===== src/rtl/demux_pkg.sv =====
// Shared select encoding and slot state for the 1-to-8 result distributor.
// Select code n addresses lane n, matching the 8-to-1 operand mux encoding.
// No logic of its own; types, constants and a one-hot decode helper only.
package demux_pkg;

   localparam int DEMUX_NUM_OUT = 8;
   localparam int DEMUX_SEL_W   = 3;

   typedef logic [DEMUX_SEL_W-1:0] demux_sel_t;

   typedef enum logic {
      SLOT_EMPTY = 1'b0,
      SLOT_FULL  = 1'b1
   } slot_state_e;

   // Decode a lane select into a one-hot write strobe vector.
   function automatic logic [DEMUX_NUM_OUT-1:0] demux_onehot(input demux_sel_t sel);
      logic [DEMUX_NUM_OUT-1:0] oh;
      oh      = '0;
      oh[sel] = 1'b1;
      return oh;
   endfunction

endpackage


===== src/rtl/demux_out_slot.sv =====
// One-entry registered output slot (EMPTY/FULL) for one distributor lane.
// Latency: a write is visible on valid/data the following cycle.
// Backpressure: holds word while rd_ready is low; drain+write in one cycle replaces the word.
module demux_out_slot
   import demux_pkg::*;
#(
   parameter int W = 32
) (
   input  logic         clk,
   input  logic         rst_n,
   input  logic         wr_en,
   input  logic [W-1:0] wr_data,
   input  logic         rd_ready,
   output logic         valid,
   output logic [W-1:0] data
);

   slot_state_e  state_q, state_d;
   logic [W-1:0] data_q, data_d;

   // State and payload registers; reset empties the slot and clears the word.
   always_ff @(posedge clk or negedge rst_n) begin
      if (!rst_n) begin
         state_q <= SLOT_EMPTY;
         data_q  <= '0;
      end else begin
         state_q <= state_d;
         data_q  <= data_d;
      end
   end

   // Next state: a write always leaves the slot full; a drain alone empties it.
   // Payload only changes on a write, so the last word stays readable after a drain.
   always_comb begin
      state_d = state_q;
      data_d  = data_q;
      case (state_q)
         SLOT_EMPTY: if (wr_en) state_d = SLOT_FULL;
         SLOT_FULL:  if (rd_ready && !wr_en) state_d = SLOT_EMPTY;
      endcase
      if (wr_en) data_d = wr_data;
   end

   // Outputs come straight from the registers, so there is no data feed-through.
   always_comb begin
      valid = (state_q == SLOT_FULL);
      data  = data_q;
   end

endmodule


===== src/rtl/demultiplexer_1to8_buf.sv =====
// Buffered 1-to-8 distributor steering ALU results to per-consumer writeback lanes.
// Latency: 1 cycle from input accept to out_valid; 1 word/cycle per lane sustained.
// Backpressure: input stalls only when its target lane is full and not draining. Option: DEMUX_STAT_EN.
module demultiplexer_1to8_buf
   import demux_pkg::*;
#(
   parameter int IN_WIDTH  = 32,
   parameter int CNT_WIDTH = 16
) (
   input  logic                              clk,
   input  logic                              rst_n,
   input  logic                              in_valid,
   output logic                              in_ready,
   input  logic [IN_WIDTH-1:0]               in_data,
   input  demux_sel_t                        in_sel,
   output logic [DEMUX_NUM_OUT-1:0]          out_valid,
   input  logic [DEMUX_NUM_OUT-1:0]          out_ready,
   output logic [DEMUX_NUM_OUT*IN_WIDTH-1:0] out_data,
   input  demux_sel_t                        stat_sel,
   output logic [CNT_WIDTH-1:0]              stat_cnt
);

   logic                     accept;
   logic [DEMUX_NUM_OUT-1:0] wr_en;

   // Ready looks only at the addressed lane so other full lanes never block it;
   // held low during reset so nothing is offered as accepted.
   always_comb begin
      in_ready = rst_n & (!out_valid[in_sel] | out_ready[in_sel]);
      accept   = in_valid & in_ready;
      wr_en    = accept ? demux_onehot(in_sel) : '0;
   end

   for (genvar g = 0; g < DEMUX_NUM_OUT; g++) begin : g_slot
      demux_out_slot #(.W(IN_WIDTH)) u_slot (
         .clk      (clk),
         .rst_n    (rst_n),
         .wr_en    (wr_en[g]),
         .wr_data  (in_data),
         .rd_ready (out_ready[g]),
         .valid    (out_valid[g]),
         .data     (out_data[g*IN_WIDTH +: IN_WIDTH])
      );
   end

`ifdef DEMUX_STAT_EN
   logic [CNT_WIDTH-1:0] cnt_q [DEMUX_NUM_OUT];
   logic [CNT_WIDTH-1:0] cnt_d [DEMUX_NUM_OUT];

   // Per-lane accept counters, saturating at all-ones instead of wrapping.
   always_comb begin
      for (int i = 0; i < DEMUX_NUM_OUT; i++) begin
         cnt_d[i] = cnt_q[i];
         if (wr_en[i] && (cnt_q[i] != '1)) cnt_d[i] = cnt_q[i] + CNT_WIDTH'(1);
      end
   end

   // Counter registers.
   always_ff @(posedge clk or negedge rst_n) begin
      if (!rst_n) begin
         for (int i = 0; i < DEMUX_NUM_OUT; i++) cnt_q[i] <= '0;
      end else begin
         cnt_q <= cnt_d;
      end
   end

   assign stat_cnt = cnt_q[stat_sel];
`else
   // No counters built: read port returns zero and the select is ignored.
   logic stat_sel_unused;
   assign stat_sel_unused = ^stat_sel;
   assign stat_cnt        = '0;
`endif

endmodule


===== config.mk =====
export PLATFORM = sky130hd
export DESIGN_NAME = demultiplexer_1to8_buf
export DESIGN_NICKNAME = d
export VERILOG_FILES = /design/src/rtl/demux_pkg.sv /design/src/rtl/demux_out_slot.sv /design/src/rtl/demultiplexer_1to8_buf.sv
export SDC_FILE = /design/constraint.sdc
export NUM_CORES = 1
export LEC_CHECK = 0
export BUFFER_PORTS_ARGS = -buffer_cell sky130_fd_sc_hd__buf_2
export CAP_MARGIN = 30
export CORE_MARGIN = 5
export CORE_UTILIZATION = 52
export CTS_BUF_LIST = sky130_fd_sc_hd__clkbuf_8
export CTS_CLUSTER_DIAMETER = 80
export CTS_CLUSTER_SIZE = 30
export DETAILED_ROUTE_END_ITERATION = 7
export HOLD_SLACK_MARGIN = 0.1
export MAX_ROUTING_LAYER = met4
export PLACE_DENSITY = 0.87
export SKIP_CTS_REPAIR_TIMING = 1
export SLEW_MARGIN = 20
export SYNTH_ARGS = -nofsm -noshare
export SYNTH_HDL_FRONTEND = slang
export SYNTH_HIERARCHICAL = 1
export SYNTH_SLANG_ARGS = --single-unit
export TNS_END_PERCENT = 50

===== constraint.sdc =====
create_clock -name clk -period 2.42 [get_ports clk]
set_input_delay 0.484 -clock clk [delete_from_list [all_inputs] [get_ports clk]]
set_output_delay 0.484 -clock clk [all_outputs]
set_load 0.005 [all_outputs]

==> metrics.md <==
| Metric | Value |
|---|---|
| Outcome | `complete, but fails checks` |
| Failing checks | `negative hold slack, negative setup slack` |
| Rows | `54` |
| P_sw | `3130 µW` |
| CTS tree | `done` |
| Peak VDD IR | `0.5954 mV` |
| Initial Util | `52.52%` |
| GP Congestion | `0.8176` |
| Seq/Total Area, Yosys | `57.82%` |
| WL final | `27330 µm` |
| DR vias/cell | `5.151` |
| Crit path max fanout | `6` |
| Met2 GRT Util | `35.44%` |
| Synth top area cells | `dfrtp_1 58%, mux2_4 30%, buf_12 4.2%` |
| Die W | `158.2 µm` |
| Setup violations, final | `1` |
| Worst Setup Start Kind | `register` |
| P_int | `8003 µW` |
| Fin crit share | `100.7%` |
| Post-DP HPWL | `19100 µm` |
| Vias in the first global route | `6795` |
| #FFs+latches synth | `264` |
| Via count | `6341` |
| Drt drc | `0` |
| Flop pwr share | `54.3%` |
| Clock network power share | `17.1%` |
| Area Growth Syn to Fin | `18.43%` |
| Routed Antenna Nets | `0` |
| CTS max path bufs | `3` |
| Comb power frac | `28.6%` |
| Post-layout net count | `998` |
| Initial antenna violation count | `0` |
| CP bufs+invs | `2` |
| Maximum capacitance violations | `0` |
| Largest net degree at the start of global routing | `148` |
| Period minus WS final | `2436 ps` |
| CP Cell Sequence | `mux2i_1, o22ai_1, o31a_4, buf_4, nor2b_1, buf_2` |
| Die area | `0.02504 mm²` |
| Root buffer cell | `clkbuf_8` |
| WL per Instance | `22.20 µm` |
| Area of the core | `0.02176 mm²` |
| Crit-path leading delay family | `compound AO/OA/AOI/OAI gates` |
| H-tree depth | `1` |
| Crit. End Element | `primary output` |
| Die height | `158.2 µm` |
| Busiest grt layer | `met2` |
| Critical setup path kind | `reg -> out` |
| Worst Path Required | `1940 ps` |
| Clk_skew | `38.28 ps` |
| First DRT Iteration DRCs | `324` |
| Pwr Density | `822.8 mW/mm²` |
| Slowest cell delay on critical path | `430 ps` |
| CTS clock-pin slew for the worst setup and hold paths | `150 ps` |
| Diode count | `0` |
| Post-layout util | `62.20%` |
| Warnings from Yosys | `6` |
| Fmax achieved | `410.5 MHz` |
| Pins Over Slew Limit | `0` |
| Mean Syn Cell Area | `18.52 µm²` |
| Worst-margin pin slew | `660.9 ps` |
| Worst EP arrival | `1950 ps` |
| Fraction of layout cells with a size suffix above 1 | `66.77%` |
| Final WS setup | `-16.11 ps` |
| IO buf count | `310` |
| Synth top area share | `57.82%` |
| Number of I/O pins | `330` |
| Largest area contributor in the netlist | `dfrtp_1` |
| Hold Violations, Final | `2` |
| CP max stage cell | `dfrtp_1` |
| Leakage | `0.006919 µW` |
| GR Util met3 | `4.265%` |
| Grt ovf | `0` |
| CTS buffer count | `13` |
| Sw Ratio | `28.11%` |
| Worst skew pair latency | `530 ps` |
| RSZ-0062 raised after global routing | `yes` |
| Post-synthesis instance total | `617` |
| Num Clock Sinks | `264` |
| Detailed Routing Iterations Pass 1 | `4` |
| Path category of the worst min-delay check | `in -> async` |
| Syn Std Cell Area | `0.01143 mm²` |
| Tot GR Track Use | `21.31%` |
| Met1 Usage GRT | `27.13%` |
| R2R setup slack | `20 ps` |
| Hold slack | `-18.31 ps` |
| Synth unique cells | `28` |
| Slew margin rel. | `55.94%` |
| First-pass GRT wire length | `40430 µm` |
[layout make-up]
| cell class | count | area [µm²] |
|---|---|---|
| clock buffer | 14 | 192.7 |
| clock inverter | 3 | 40.04 |
| fill | 1569 | 8224 |
| inverter | 9 | 33.78 |
| multi-input combinational | 307 | 4187 |
| sequential | 264 | 6606 |
| tap | 280 | 350.3 |
| timing repair buffer | 354 | 2122 |
[through the flow]
stage	TNS, ps	std cells	worst slack, ps	cell area, µm²	total power, µW
2_1_floorplan	0	632	33.95	11480	7644
3_3_place_gp	-78540	1203	-373.5	13170	9109
3_5_place_dp	-93350	1203	-461.5	13170	9293
4_1_cts	-1433	1220	-401.7	13400	11210
5_1_grt	-517.2	1231	-166.0	13530	11690
6_report	-16.11	1231	-16.11	13530	11130
[routing by layer]
| metal | wire, µm | vias to the layer above |
|---|---|---|
| li1 | - | 2763 |
| met1 | 11180 | 3306 |
| met2 | 13700 | 223 |
| met3 | 1785 | 49 |
| met4 | 663 | 0 |
| met5 | 0 | - |
[cells in the mapped netlist]
| cell | instances |
|---|---|
| buf_2 | 1 |
| o31a_1 | 1 |
| nand3_1 | 1 |
| nor4b_2 | 2 |
| mux4_2 | 2 |
| buf_6 | 10 |
| buf_4 | 17 |
| a32o_1 | 1 |
| nor2b_4 | 1 |
| nor4_2 | 1 |
| nor2_1 | 1 |
| conb_1 | 1 |
| nand2b_1 | 1 |
| mux2_2 | 24 |
| nand3b_1 | 2 |
| mux2_4 | 232 |
| a21o_1 | 8 |
| nor4_1 | 2 |
| o22ai_1 | 1 |
| inv_1 | 9 |
| a21oi_1 | 1 |
| dfrtp_1 | 264 |
| nor2b_1 | 1 |
| mux2i_1 | 3 |
| buf_12 | 24 |
| nor3_1 | 2 |
| nand2_1 | 2 |
| nor3b_1 | 2 |
[registers in the layout (all words and copies together) (netlist names)]
| register | flops |
|---|---|
| g_slot.u_slot/data | 256 |
| g_slot.u_slot/valid | 8 |
[final timing paths]
| kind | from | endpoint | cells after the start |
|---|---|---|---|
| setup / recovery | g_slot[7].u_slot/valid$_DFF_PN0_ | in_ready | 6 |
| hold / removal | rst_n | g_slot[2].u_slot/data[25]$_DFFE_PN0P_ | 2 |
| setup reg to reg | g_slot[7].u_slot/valid$_DFF_PN0_ | g_slot[5].u_slot/data[28]$_DFFE_PN0P_ | 6 |
| hold reg to reg | g_slot[1].u_slot/data[28]$_DFFE_PN0P_ | g_slot[1].u_slot/data[28]$_DFFE_PN0P_ | 1 |
| max in group asynchronous | rst_n | g_slot[1].u_slot/data[29]$_DFFE_PN0P_ | 3 |
| min in group clk | out_ready[3] | g_slot[3].u_slot/valid$_DFF_PN0_ | 3 |
[cell families (layout without fill, tap and decap cells)]
kind of cell | Yosys count | count (layout) | share of synthesized area (%)
multiplexers | 261 | 261 | 33.51
other | 1 | 16 | 0.03282
AO/OA/AOI/OAI | 12 | 12 | 0.7885
buffers and inverters | 61 | 380 | 6.647
AND/OR/NAND/NOR | 18 | 18 | 1.204
flip-flops | 264 | 264 | 57.82
[placed cells by master, fill, tap and decap left out, drive strengths merged, types with 2 or more instances in the layout]
cell / instances
nor4: 3
mux4: 2
nor4b: 2
conb: 16
clkbuf: 14
dlygate4sd3: 4
nor3: 2
nor3b: 2
dfrtp: 264
inv: 12
mux2: 256
nand2: 2
nor2b: 2
buf: 350
nand3b: 2
mux2i: 3
a21o: 8
[power groups by stage]
stage	sequential (µW)	clock, µW	combinational (µW)
global route	6160	2140	3400
floorplan	6120	0	1530
detailed placement	6090	0	3210
CTS	6040	1970	3200
global placement	6050	0	3060
finish	6040	1910	3180
Power figures use the tool's default switching activity.
